File: src/rtl/jellyvl_etherneco_synctimer_slave_ctl.sv
// Wishbone-master sequencer that brings up one synctimer slave register block:
// checks the core ID, writes the correction limits, clears override, sets
// recv-valid, then polls recv-valid periodically.
// Ports:
//   clk, rst                 clock, synchronous active-high reset
//   start, stop              sequence control pulses (stop wins when both are set)
//   param_*                  correction limits, latched when start is accepted
//   m_wb_*                   Wishbone master (ack may be combinational from stb)
//   busy, done, error        sequence status; error_code 0 none, 1 ID, 2 ack timeout
//   recv_valid, poll_count   last polled recv-valid bit and completed poll count
module jellyvl_etherneco_synctimer_slave_ctl #(
  parameter int unsigned WB_ADR_WIDTH  = 16,
  parameter int unsigned WB_DAT_WIDTH  = 32,
  parameter int unsigned WB_SEL_WIDTH  = WB_DAT_WIDTH / 8,
  parameter logic [31:0] CORE_ID       = 32'hffff1122,
  parameter int unsigned POLL_INTERVAL = 1000,
  parameter int unsigned POLL_WIDTH    = 16,
  parameter int unsigned ACK_TIMEOUT   = 255
) (
  input  logic                    clk,
  input  logic                    rst,
  input  logic                    start,
  input  logic                    stop,
  input  logic [WB_DAT_WIDTH-1:0] param_limit_min,
  input  logic [WB_DAT_WIDTH-1:0] param_limit_max,
  input  logic [WB_DAT_WIDTH-1:0] param_adjust_min,
  input  logic [WB_DAT_WIDTH-1:0] param_adjust_max,
  output logic [WB_ADR_WIDTH-1:0] m_wb_adr_o,
  output logic [WB_DAT_WIDTH-1:0] m_wb_dat_o,
  input  logic [WB_DAT_WIDTH-1:0] m_wb_dat_i,
  output logic [WB_SEL_WIDTH-1:0] m_wb_sel_o,
  output logic                    m_wb_we_o,
  output logic                    m_wb_stb_o,
  input  logic                    m_wb_ack_i,
  output logic                    busy,
  output logic                    done,
  output logic                    error,
  output logic [1:0]              error_code,
  output logic                    recv_valid,
  output logic [15:0]             poll_count
);

  localparam int unsigned TO_WIDTH = (ACK_TIMEOUT > 1) ? $clog2(ACK_TIMEOUT) : 1;
  localparam logic [TO_WIDTH-1:0]   TO_LAST   = TO_WIDTH'(ACK_TIMEOUT - 1);
  localparam logic [POLL_WIDTH-1:0] POLL_LOAD = POLL_WIDTH'(POLL_INTERVAL - 1);
  localparam logic [1:0] ERR_NONE    = 2'd0;
  localparam logic [1:0] ERR_ID      = 2'd1;
  localparam logic [1:0] ERR_TIMEOUT = 2'd2;

  typedef enum logic [3:0] {
    ST_IDLE, ST_RD_ID, ST_WR_LMIN, ST_WR_LMAX, ST_WR_AMIN, ST_WR_AMAX,
    ST_WR_OVR, ST_WR_RV, ST_POLL_WAIT, ST_RD_RV, ST_ERROR
  } state_t;

  state_t                  state_q, state_d;
  logic                    stb_q, stb_d, we_q, we_d;
  logic [WB_ADR_WIDTH-1:0] adr_q, adr_d;
  logic [WB_DAT_WIDTH-1:0] dat_q, dat_d;
  logic                    busy_q, busy_d, done_q, done_d, err_q, err_d;
  logic [1:0]              code_q, code_d;
  logic                    rv_q, rv_d, stop_q, stop_d;
  logic [15:0]             pcnt_q, pcnt_d;
  logic [POLL_WIDTH-1:0]   poll_q, poll_d;
  logic [TO_WIDTH-1:0]     tcnt_q, tcnt_d;
  logic [WB_DAT_WIDTH-1:0] lmin_q, lmin_d, lmax_q, lmax_d, amin_q, amin_d, amax_q, amax_d;

  logic                    bus_op, stop_req, restart;
  logic [WB_ADR_WIDTH-1:0] bus_adr;
  logic [WB_DAT_WIDTH-1:0] bus_dat;
  logic                    bus_we;
  state_t                  bus_next;

  // State register
  always_ff @(posedge clk) begin
    if (rst) state_q <= ST_IDLE;
    else     state_q <= state_d;
  end

  // Next state and registered-output next values
  always_comb begin
    state_d  = state_q;
    stb_d    = stb_q;
    we_d     = we_q;
    adr_d    = adr_q;
    dat_d    = dat_q;
    done_d   = done_q;
    err_d    = err_q;
    code_d   = code_q;
    rv_d     = rv_q;
    pcnt_d   = pcnt_q;
    poll_d   = poll_q;
    tcnt_d   = tcnt_q;
    lmin_d   = lmin_q;
    lmax_d   = lmax_q;
    amin_d   = amin_q;
    amax_d   = amax_q;
    stop_req = stop_q | stop;
    stop_d   = stop_req;
    restart  = 1'b0;
    bus_op   = 1'b1;
    bus_adr  = '0;
    bus_dat  = '0;
    bus_we   = 1'b0;
    bus_next = ST_IDLE;

    // Bus operation owned by each transaction state
    case (state_q)
      ST_RD_ID:   begin bus_adr = WB_ADR_WIDTH'('h00); bus_next = ST_WR_LMIN; end
      ST_WR_LMIN: begin bus_adr = WB_ADR_WIDTH'('h40); bus_we = 1'b1; bus_dat = lmin_q; bus_next = ST_WR_LMAX; end
      ST_WR_LMAX: begin bus_adr = WB_ADR_WIDTH'('h41); bus_we = 1'b1; bus_dat = lmax_q; bus_next = ST_WR_AMIN; end
      ST_WR_AMIN: begin bus_adr = WB_ADR_WIDTH'('h42); bus_we = 1'b1; bus_dat = amin_q; bus_next = ST_WR_AMAX; end
      ST_WR_AMAX: begin bus_adr = WB_ADR_WIDTH'('h43); bus_we = 1'b1; bus_dat = amax_q; bus_next = ST_WR_OVR; end
      ST_WR_OVR:  begin bus_adr = WB_ADR_WIDTH'('h30); bus_we = 1'b1; bus_next = ST_WR_RV; end
      ST_WR_RV:   begin bus_adr = WB_ADR_WIDTH'('h20); bus_we = 1'b1; bus_dat = WB_DAT_WIDTH'(1); bus_next = ST_POLL_WAIT; end
      ST_RD_RV:   begin bus_adr = WB_ADR_WIDTH'('h20); bus_next = ST_POLL_WAIT; end
      default:    bus_op = 1'b0;
    endcase

    if (bus_op) begin
      if (!stb_q) begin
        // Entry cycle: nothing on the bus yet, so stop/restart can act now
        if (stop_req) begin
          state_d = ST_IDLE;
          done_d  = 1'b0;
          stop_d  = 1'b0;
        end else if (state_q == ST_RD_RV && start) begin
          restart = 1'b1;
        end else begin
          stb_d  = 1'b1;
          adr_d  = bus_adr;
          dat_d  = bus_dat;
          we_d   = bus_we;
          tcnt_d = '0;
        end
      end else if (m_wb_ack_i) begin
        // Ack wins over a timeout expiring in the same cycle
        stb_d   = 1'b0;
        state_d = bus_next;
        case (state_q)
          ST_RD_ID: begin
            if (m_wb_dat_i != WB_DAT_WIDTH'(CORE_ID)) begin
              state_d = ST_ERROR;
              err_d   = 1'b1;
              code_d  = ERR_ID;
            end
          end
          ST_WR_RV: begin
            done_d = 1'b1;
            poll_d = POLL_LOAD;
          end
          ST_RD_RV: begin
            rv_d   = m_wb_dat_i[0];
            pcnt_d = 16'(pcnt_q + 16'd1);
            poll_d = POLL_LOAD;
          end
          default: ;
        endcase
        if (stop_req) begin
          state_d = ST_IDLE;
          done_d  = 1'b0;
          stop_d  = 1'b0;
        end
      end else if (tcnt_q == TO_LAST) begin
        // A pending stop is honoured from ERROR on the following cycle
        stb_d   = 1'b0;
        state_d = ST_ERROR;
        err_d   = 1'b1;
        code_d  = ERR_TIMEOUT;
        done_d  = 1'b0;
      end else begin
        tcnt_d = TO_WIDTH'(tcnt_q + 1'b1);
      end
    end else begin
      // IDLE, POLL_WAIT and ERROR: stop acts immediately and beats start
      if (stop_req) begin
        state_d = ST_IDLE;
        done_d  = 1'b0;
        stop_d  = 1'b0;
      end else if (start) begin
        restart = 1'b1;
      end else if (state_q == ST_POLL_WAIT) begin
        if (poll_q == '0) state_d = ST_RD_RV;
        else              poll_d  = POLL_WIDTH'(poll_q - 1'b1);
      end
    end

    if (restart) begin
      state_d = ST_RD_ID;
      done_d  = 1'b0;
      err_d   = 1'b0;
      code_d  = ERR_NONE;
      pcnt_d  = '0;
      lmin_d  = param_limit_min;
      lmax_d  = param_limit_max;
      amin_d  = param_adjust_min;
      amax_d  = param_adjust_max;
    end

    busy_d = state_d inside {ST_RD_ID, ST_WR_LMIN, ST_WR_LMAX, ST_WR_AMIN,
                             ST_WR_AMAX, ST_WR_OVR, ST_WR_RV};
  end

  // Output and datapath registers
  always_ff @(posedge clk) begin
    if (rst) begin
      stb_q  <= 1'b0;
      we_q   <= 1'b0;
      adr_q  <= '0;
      dat_q  <= '0;
      busy_q <= 1'b0;
      done_q <= 1'b0;
      err_q  <= 1'b0;
      code_q <= ERR_NONE;
      rv_q   <= 1'b0;
      pcnt_q <= '0;
      poll_q <= '0;
      tcnt_q <= '0;
      stop_q <= 1'b0;
      lmin_q <= '0;
      lmax_q <= '0;
      amin_q <= '0;
      amax_q <= '0;
    end else begin
      stb_q  <= stb_d;
      we_q   <= we_d;
      adr_q  <= adr_d;
      dat_q  <= dat_d;
      busy_q <= busy_d;
      done_q <= done_d;
      err_q  <= err_d;
      code_q <= code_d;
      rv_q   <= rv_d;
      pcnt_q <= pcnt_d;
      poll_q <= poll_d;
      tcnt_q <= tcnt_d;
      stop_q <= stop_d;
      lmin_q <= lmin_d;
      lmax_q <= lmax_d;
      amin_q <= amin_d;
      amax_q <= amax_d;
    end
  end

  assign m_wb_adr_o = adr_q;
  assign m_wb_dat_o = dat_q;
  assign m_wb_sel_o = '1;
  assign m_wb_we_o  = we_q;
  assign m_wb_stb_o = stb_q;
  assign busy       = busy_q;
  assign done       = done_q;
  assign error      = err_q;
  assign error_code = code_q;
  assign recv_valid = rv_q;
  assign poll_count = pcnt_q;

endmodule

File: config.mk
export PLATFORM = sky130hd
export DESIGN_NAME = jellyvl_etherneco_synctimer_slave_ctl
export DESIGN_NICKNAME = d
export VERILOG_FILES = /design/src/rtl/jellyvl_etherneco_synctimer_slave_ctl.sv
export SDC_FILE = /design/constraint.sdc
export NUM_CORES = 1
export LEC_CHECK = 0
export BUFFER_PORTS_ARGS = -buffer_cell sky130_fd_sc_hd__buf_2
export CAP_MARGIN = 10
export CORE_UTILIZATION = 53
export CTS_CLUSTER_DIAMETER = 200
export DETAILED_ROUTE_END_ITERATION = 16
export HOLD_SLACK_MARGIN = 0.15
export MAX_ROUTING_LAYER = met4
export PLACE_DENSITY = 0.8
export SLEW_MARGIN = 10
export SYNTH_ARGS = -nofsm -noshare
export SYNTH_HDL_FRONTEND = slang
export SYNTH_SLANG_ARGS = --single-unit
File: constraint.sdc
create_clock -name clk -period 2.2 [get_ports clk]
set_input_delay 0.22 -clock clk [delete_from_list [all_inputs] [get_ports clk]]
set_output_delay 0.22 -clock clk [all_outputs]
set_load 0.005 [all_outputs]
==> results.ini, run 1 <==
[worst_setup_path]
critPathArrivalTime_ns = 2.53
path_max_fanout = 72
critical_path.top_delay_family = simple AND/OR/NAND/NOR gates
cp-start-kind = flop
slowest_stage = or3b_1
critPathBufInv = 2
worstRegToRegCells = 7
critPathKind = reg -> reg
r2r-start = state_q[1]
crit_cells = 7
critPathCaptureType = flop
reg2reg_to = amax_q[19]
timing.critical_path.slowest_cell_delay_ns = 0.37
worstPathCellList = buf_4 > or3b_1 > a21boi_1 > or2_4 > buf_12 > nand2_1 > a21oi_1
regToRegSetupSlack_ns = 0.07
required_ns = 2.60

[worst_hold_path]
worstHoldPathCells = 3
hold_start = m_wb_ack_i
min_to = error
hold_path_class = in -> reg

[yosys]
syn_area_mm2 = 0.00921
synthTopCellsByArea = dfxtp_1, nand2_1, a21oi_1
ys_types = 64
async_reset_ff_share_pct = 0
syn_inst = 1137
synth_seq_area_share_pct = 47.4
synthTopCellsByCount = nand2_1, dfxtp_1, a21oi_1
yosys_warnings = 0
synth_top_cell_area_share_pct = 47.4
synth_ff_type = dfxtp_1
synth.largest_area_cell = dfxtp_1
synth_edf_count = 0
ys_ff_latch = 218
synth_most_common_cell = nand2_1
synth_area_per_cell_um2 = 8.10

[place]
place.gp.congestion = 0.916
post-dp-hpwl_um = 16600
place_area_mm2 = 0.0105
numPortBuffers = 225

[clocking]
cts_tree = built
cts_buffers = 23
clockBufferDepth = 3
clkSlewWorstSetupHoldPaths_ns = 0.06
h-tree-depth = 1
clock_latency_ns = 0.50
root_buffer = clkbuf_16
cts_num_sinks = 218

[floorplanning]
coreArea_mm2 = 0.0168
die_h_um = 134
initial_core_util_pct = 55.0
num_rows = 47
die_area_mm2 = 0.0179
die_x_um = 134
ios = 241

[routing]
routed_wl_um = 29600
wl_per_cell_um = 17.4
drtAntennaViolNets = 0
dr.pass1.iters = 7
drc = 0
vias = 9820
via_per_inst = 5.75
drt_iter0_drc = 811

[global_route]
grt_pass1_vias = 9519
track_usage_pct = 33.1
grt_pass1_wl_um = 46600
grt_max_degree = 85
antenna_found_initial = 2
overflow = 0

[timing]
slew_viol_final = 0
setup_violations = 0
fin_crit_ns = 2.13
rsz0062_at_grt = true
slew_headroom_pct = 42.1
tightest_slew_ns = 0.868
skew_ns = 0.0191
period_share_pct = 96.8
clock.fmax_ghz = 0.470
hold_ws_ns = 0.200
hold_violations = 0

[run_status]
status = finished clean

[job]
cap_violations = 0

[power]
p_leak_uw = 0.00507
ir_drop_mv = 0.589
p_total_uw = 8720
power_density_mw_per_mm2 = 688

[layout]
nNetsFinal = 1641
final_cell_area_mm2 = 0.0127
fillers = 1166
ff_latch_area_mm2 = 0.00437
areaGrowthSynthToFinish_pct = 37.5
drive_above_1_share_pct = 22.1
multi_input_area_mm2 = 0.00444

-- worst max path at each step --
stage / from / slack, ns / endpoint
after floorplan: state_q[0] / 0.25 / lmax_q[10]
after global placement: stop / 0.04 / busy
after detailed placement: stop / 0.02 / busy
after CTS: stop_q / 0.06 / busy
after global routing: poll_q[2] / -0.005 / poll_q[12]
final: state_q[1] / 0.07 / amax_q[19]
-- kinds of logic (layout without fill, tap and decap cells) --
family	after synthesis	in the layout	synth area share, %
AND/OR/NAND/NOR	477	478	23.2
AO/OA/AOI/OAI	300	300	20.2
flip-flops	218	218	47.4
buffers and inverters	110	443	5.91
XOR/XNOR	16	16	1.52
multiplexers	9	9	0.992
adder cells (fa/ha/maj)	5	5	0.679
other	2	18	0.0815
-- worst min-delay path, stage by stage --
cell and delay [ns]:
buf_2 0.17, a21oi_1 0.16, o21a_1 0.11
-- per-stage QoR --
step / cells / setup WS, ns / TNS, ns / utilization, %
finish: 1707 / 0.0703 / 0 / 75.6
global route: 1706 / -0.00547 / -0.00813 / 75.6
global placement: 1531 / 0.0448 / 0 / 62.8
CTS: 1702 / 0.0616 / 0 / 75.2
detailed placement: 1531 / 0.0176 / 0 / 62.8
floorplan: 1150 / 0.253 / 0 / -
-- routing by layer --
| layer | track usage, % | up-vias | part of all wire (%) |
|---|---|---|---|
| met5 | - | - | 0 |
| met4 | 15.7 | 0 | 4.7 |
| met3 | 4.76 | 116 | 6.7 |
| met2 | 55.2 | 506 | 49 |
| met1 | 39.3 | 4601 | 40 |
| li1 | - | 4597 | - |
-- state kept, by name, summed over array words and instances (netlist names) --
signal      flops
m_wb_we_o       1
error_code      2
error           1
tcnt_q          8
stop_q          1
lmin_q         32
m_wb_dat_o     32
recv_valid      1
amax_q         32
amin_q         32
state_q         4
poll_q         16
m_wb_adr_o      5
lmax_q         32
m_wb_stb_o      1
done            1
busy            1
poll_count     16
-- layout by cell type, fill, tap and decap left out, drive strengths merged, types with 31 or more instances in the layout --
master,n
nor2,46
a22o,31
a221oi,31
dfxtp,218
o21ai,43
a21oi,153
nand2,323
dlygate4sd3,131
clkbuf,34
buf,263
-- report_power, final --
| group | internal (µW) | switching [µW] | leakage (µW) |
|---|---|---|---|
| Combinational | 384 | 415 | 0.00293 |
| Clock | 2290 | 1500 | 0.000370 |
| Sequential | 4060 | 62.0 | 0.00177 |
-- area by class of cell --
| cell class | count | share of cell area, % |
|---|---|---|
| multi-input cells | 823 | 35.1 |
| flip-flops and latches | 218 | 34.5 |
| repair buffers | 394 | 22.0 |
| clock buffers | 34 | 5.50 |
| well taps | 220 | 2.17 |
| clock inverters | 4 | 0.356 |
| inverters | 11 | 0.326 |
| diodes | 3 | 0.0593 |
-- repair_timing --
| action | 4_1_cts | 5_1_grt |
|---|---|---|
| setup endpoints to repair | 1 | 35 |
| hold endpoints to repair | 138 | 0 |
| pin swaps | 1 | 3 |
| gates cloned | 0 | 1 |
| buffers inserted | 2 | 1 |
| hold buffers | 131 | 0 |
| gates resized for setup | 0 | 12 |
(Power assumes the default switching activity.)
==> inputs of run 2 (changes only) <==
==> constraint.sdc (replaced) <==
create_clock -name clk -period 2.2 [get_ports clk]
set_input_delay 0.33 -clock clk [delete_from_list [all_inputs] [get_ports clk]]
set_output_delay 0.33 -clock clk [all_outputs]
set_load 0.005 [all_outputs]
==> run 2 against run 1 <==
Sequential share of layout area is 0.14 points higher. Power is 1.5% lower. Wire length is 0.35% higher. Sequential power hardly changed. Largest power group unchanged. Critical path type unchanged. Die area stayed put. Via count is 1.4% lower.
==> results.ini, run 2 (synthesized netlist as in run 1, its figures left out) <==
[timing]
setup_violations = 0  ; unchanged
skew_ns = 0.0121  ; -0.00695 ns
tightest_slew_ns = 0.635  ; -0.233 ns
slew_headroom_pct = 57.6  ; +15 points
clock.fmax_ghz = 0.471  ; +0.40%
rsz0062_at_grt = false
slew_viol_final = 0  ; unchanged
fin_ws_ns = 0.0788  ; +0.00846 ns
period_share_pct = 96.4  ; -0.38 points
hold_violations = 0  ; unchanged
fin_crit_ns = 2.12  ; -0.00846 ns

[floorplanning]
die_h_um = 134  ; unchanged
ios = 241  ; unchanged
coreArea_mm2 = 0.0168  ; unchanged
die_x_um = 134  ; unchanged
die_area_mm2 = 0.0179  ; unchanged
initial_core_util_pct = 55.0  ; unchanged
num_rows = 47  ; unchanged

[clocking]
clock_latency_ns = 0.50  ; about the same
clkSlewWorstSetupHoldPaths_ns = 0.06  ; about the same
cts_buffers = 23  ; unchanged
cts_num_sinks = 218  ; unchanged
cts_tree = built
root_buffer = clkbuf_16
h-tree-depth = 1  ; unchanged
clockBufferDepth = 3  ; unchanged

[worst_setup_path]
required_ns = 2.62  ; +0.02 ns
critPathKind = reg -> reg
cp-start-kind = flop
critPathCaptureType = flop
path_max_fanout = 31  ; -57%
critPathArrivalTime_ns = 2.54  ; about the same
regToRegSetupSlack_ns = 0.08  ; about the same

[routing]
via_per_inst = 5.69  ; -1.0%
routed_wl_um = 29700  ; +0.35%
drc = 0  ; unchanged
dr.pass1.iters = 5  ; -2
wl_per_cell_um = 17.5  ; +0.70%
drtAntennaViolNets = 0  ; unchanged
vias = 9684  ; -1.4%
drt_iter0_drc = 705  ; -13%

[power]
power_density_mw_per_mm2 = 680  ; -1.1%
p_leak_uw = 0.00503  ; -0.90%
p_total_uw = 8590  ; -1.5%
ir_drop_mv = 0.597  ; +1.4%

[place]
place_ws_ns = -0.0231  ; -0.0408 ns
dp.cells = 1528  ; -0.20%
post-dp-hpwl_um = 16200  ; -2.1%
place_area_mm2 = 0.0105  ; +0.14%
numPortBuffers = 225  ; unchanged
place.gp.congestion = 0.960  ; +4.8%

[worst_hold_path]
hold_path_class = in -> reg

[layout]
drive_above_1_share_pct = 21.7  ; -0.40 points
nNetsFinal = 1635  ; -0.37%
final_common_cell = nand2_1
areaGrowthSynthToFinish_pct = 37.0
final_cell_mix = nand2_1, buf_2, dfxtp_1
final_util_pct = 75.3  ; -0.28 points
final_cells = 1701  ; -0.35%
final_cell_area_mm2 = 0.0126  ; -0.36%

[global_route]
antenna_found_initial = 2  ; unchanged
grt_pass1_wl_um = 46000  ; -1.4%
grt_max_degree = 103  ; +21%
overflow = 0  ; unchanged
track_usage_pct = 32.8  ; -0.28 points
grt_pass1_vias = 9360  ; -1.7%

[run_status]
status = finished clean

[job]
cap_violations = 0  ; unchanged

run 2: cell types whose count changed in the layout (fill, tap and decap cells not counted), sizes merged:
cell         before  now
dlygate4sd3     131  130
buf             263  258
diode             3    2
inv              11   12
bufinv            1    0
clkinvlp          0    1
run 2: worst paths after layout:
| check | from | endpoint | depth (start not counted) |
|---|---|---|---|
| min reg2reg | m_wb_dat_o[20] | m_wb_dat_o[20] | 2 |
| min | m_wb_ack_i | error | 3 |
| max | state_q[1] | m_wb_dat_o[28] | 5 |
| max reg2reg | state_q[1] | m_wb_dat_o[28] | 5 |
run 2: critical path, stage by stage (launching register included):
cell	delay (ns)
dfxtp_1	0.51
or3_4	0.24
nand4_1	0.22
or4_1	0.55
buf_4	0.28
o21ai_0	0.23
run 2: metrics by stage:
step | hold slack [ns] | TNS [ns]
3_5_place_dp | 0.440 | -0.0813
2_1_floorplan | 0.432 | 0
5_1_grt | 0.354 | 0
3_3_place_gp | 0.432 | 0
6_report | 0.316 | 0
4_1_cts | 0.297 | 0
run 2: power breakdown:
part,internal [µW],switching [µW]
clock,2120,1530
combinational,394,416
sequential,4060,62.6
total,6580,2010
run 2: area by class of cell:
| cell class | instances | area, µm² |
|---|---|---|
| clock buffer | 34 | 677 |
| inverter | 11 | 41.3 |
| antenna | 2 | 5.00 |
| tap | 220 | 275 |
| timing repair buffer | 388 | 2790 |
| multi-input combinational | 823 | 4440 |
| clock inverter | 5 | 31.3 |
| sequential | 218 | 4370 |
| fill | 1157 | 4140 |
run 2: per-layer routing:
metal  wire [µm]  track usage, %
met1       11800            38.1
met2       14500            54.4
met3        2120            5.86
met4        1350            16.7
met5           0               -
run 2: what timing repair did:
action                                  in CTS  in global routing
endpoints found under the hold margin      131                  0
endpoints found under the setup margin       0                 49
gates resized for setup                      0                 13
hold buffers                               130                  0
buffers inserted                             0                  1
==> inputs of run 3 (changes only) <==
- CELL_PAD_IN_SITES_DETAIL_PLACEMENT: unset -> 2
- CELL_PAD_IN_SITES_GLOBAL_PLACEMENT: unset -> 2
- CORE_UTILIZATION: 53 -> 30
- PLACE_DENSITY: 0.8 -> unset
- PLACE_DENSITY_LB_ADDON: unset -> 0.1
==> run 3 against run 2 <==
Sequential share of layout area shrank 2.0 points. Combinational power grew 10%. Die area grew 75%. Cell count grew 12%. Wire length grew 33%. Hold slack lost 0.042 ns. Setup slack lost 0.071 ns. Clock skew shrank 0.0010 ns. Clock power grew 23%. Count of clock-buffer cells in the layout grew 9. First-iteration DRC count shrank 42%. Final area grew 6.2%.
==> results.ini, run 3 (synthesized netlist as in run 1, its figures left out) <==
[run_status]
status = finished clean

[timing]
tightest_slew_ns = 0.630  ; -0.00500 ns
period_share_pct = 99.7  ; +3.2 points
skew_ns = 0.0111  ; -0.00100 ns
rsz0062_at_grt = true
fin_crit_ns = 2.19  ; +0.0712 ns
setup_violations = 0  ; unchanged
slew_viol_final = 0  ; unchanged
hold_violations = 0  ; unchanged
clock.fmax_ghz = 0.456  ; -3.2%
slew_headroom_pct = 57.6  ; about the same
fin_ws_ns = 0.00755  ; -0.0712 ns
hold_ws_ns = 0.274  ; -0.0423 ns

[routing]
drt_iter0_drc = 407  ; -42%
routed_wl_um = 39400  ; +33%
drtAntennaViolNets = 0  ; unchanged
dr.pass1.iters = 4  ; -1
via_per_inst = 5.18  ; -9.0%
drc = 0  ; unchanged
vias = 9879  ; +2.0%
wl_per_cell_um = 20.7  ; +18%

[power]
p_leak_uw = 0.00531  ; +5.6%
power_density_mw_per_mm2 = 711  ; +4.5%
ir_drop_mv = 0.538  ; -9.9%
p_total_uw = 9530  ; +11%

[clocking]
cts_tree = built
root_buffer = clkbuf_16
clkSlewWorstSetupHoldPaths_ns = 0.06  ; about the same
cts_buffers = 27  ; +17%
clockBufferDepth = 3  ; unchanged
cts_num_sinks = 218  ; unchanged
h-tree-depth = 1  ; unchanged
clock_latency_ns = 0.53  ; +0.03 ns

[worst_setup_path]
cp-start-kind = flop
timing.critical_path.slowest_cell_delay_ns = 0.54  ; about the same
critPathCaptureType = flop
critPathBufInv = 0  ; -1
path_max_fanout = 6  ; -81%
worstPathCellList = or4_4 > nor4b_4 > nand4b_1 > or4_1 > a21oi_1
slowest_stage = or4_4
critPathArrivalTime_ns = 2.65  ; +0.11 ns
critical_path.top_delay_family = simple AND/OR/NAND/NOR gates
critPathKind = reg -> reg
required_ns = 2.66  ; +0.04 ns

[floorplanning]
ios = 241  ; unchanged
num_rows = 63  ; +34%
die_area_mm2 = 0.0314  ; +75%
coreArea_mm2 = 0.0300  ; +79%
initial_core_util_pct = 30.7  ; -24 points
die_x_um = 177  ; +32%
die_h_um = 177  ; +32%

[place]
place.gp.congestion = 0.809  ; -16%
numPortBuffers = 225  ; unchanged
place_ws_ns = -0.124  ; -0.101 ns
post-dp-hpwl_um = 22000  ; +36%

[layout]
final_common_cell = nand2_1
nNetsFinal = 1666  ; +1.9%
areaGrowthSynthToFinish_pct = 45.5
drive_above_1_share_pct = 23.9  ; +2.2 points
final_cell_mix = nand2_1, buf_2, dfxtp_1

[job]
cap_violations = 0  ; unchanged

[global_route]
grt_pass1_wl_um = 59900  ; +30%
overflow = 0  ; unchanged
track_usage_pct = 25.1  ; -7.7 points
grt_max_degree = 115  ; +12%
antenna_found_initial = 0  ; -2
grt_pass1_vias = 10800  ; +15%

[worst_hold_path]
hold_path_class = in -> reg

run 3: routing by layer:
metal / wire [µm] / part of all wire, % / track usage [%] / vias to the layer above
met5: 0 / 0 / - / -
met4: 689 / 1.7 / 5.78 / 0
met3: 1580 / 4.0 / 3.35 / 50
met2: 20500 / 52 / 44.9 / 241
met1: 16700 / 42 / 29.5 / 4943
li1: - / - / - / 4645
run 3: final cells by class:
type	instances	area [µm²]
diodes	1	2.50
fillers	3338	16600
multi-input cells	822	4470
clock inverters	5	78.8
well taps	390	488
repair buffers	416	3130
inverters	11	41.3
flip-flops and latches	218	4370
clock buffers	43	816
run 3: where the power goes:
part | leakage, µW | internal (µW) | switching [µW]
logic | 0.00309 | 425 | 469
clock network | 0.000440 | 2750 | 1750
registers | 0.00177 | 4060 | 65.5
total | 0.00531 | 7240 | 2280
run 3: final timing paths:
check           startpoint       endpoint  slack (ns)  cells past startpoint
max              poll_q[3]     poll_q[14]       0.008                      5
min                    rst      poll_q[0]        0.27                      3
max reg2reg      poll_q[3]     poll_q[14]       0.008                      5
min reg2reg  m_wb_dat_o[3]  m_wb_dat_o[3]        0.45                      2
run 3: timing repair:
item                                    CTS  global route
pin swaps                                 1            13
cloned                                    0             2
endpoints found under the setup margin    1            71
hold endpoints to repair                129             0
hold buffers                            129             0
resized for setup                         0            25
buffers inserted                          3             7
run 3: worst reg2reg max path: stages (launching register included):
cell	delay [ns]
dfxtp_4	0.36
or4_4	0.54
nor4b_4	0.40
nand4b_1	0.18
or4_1	0.50
a21oi_1	0.15
run 3: through the flow:
stage | area [µm²] | TNS [ns] | std cells | util, %
finish | 13400 | 0 | 1906 | 44.7
global route | 13400 | -0.224 | 1905 | 44.7
CTS | 13200 | 0 | 1896 | 44.2
detailed placement | 11000 | -0.608 | 1716 | 36.7
global placement | 11000 | -0.0982 | 1716 | 36.7
floorplan | 9260 | 0 | 1150 | -
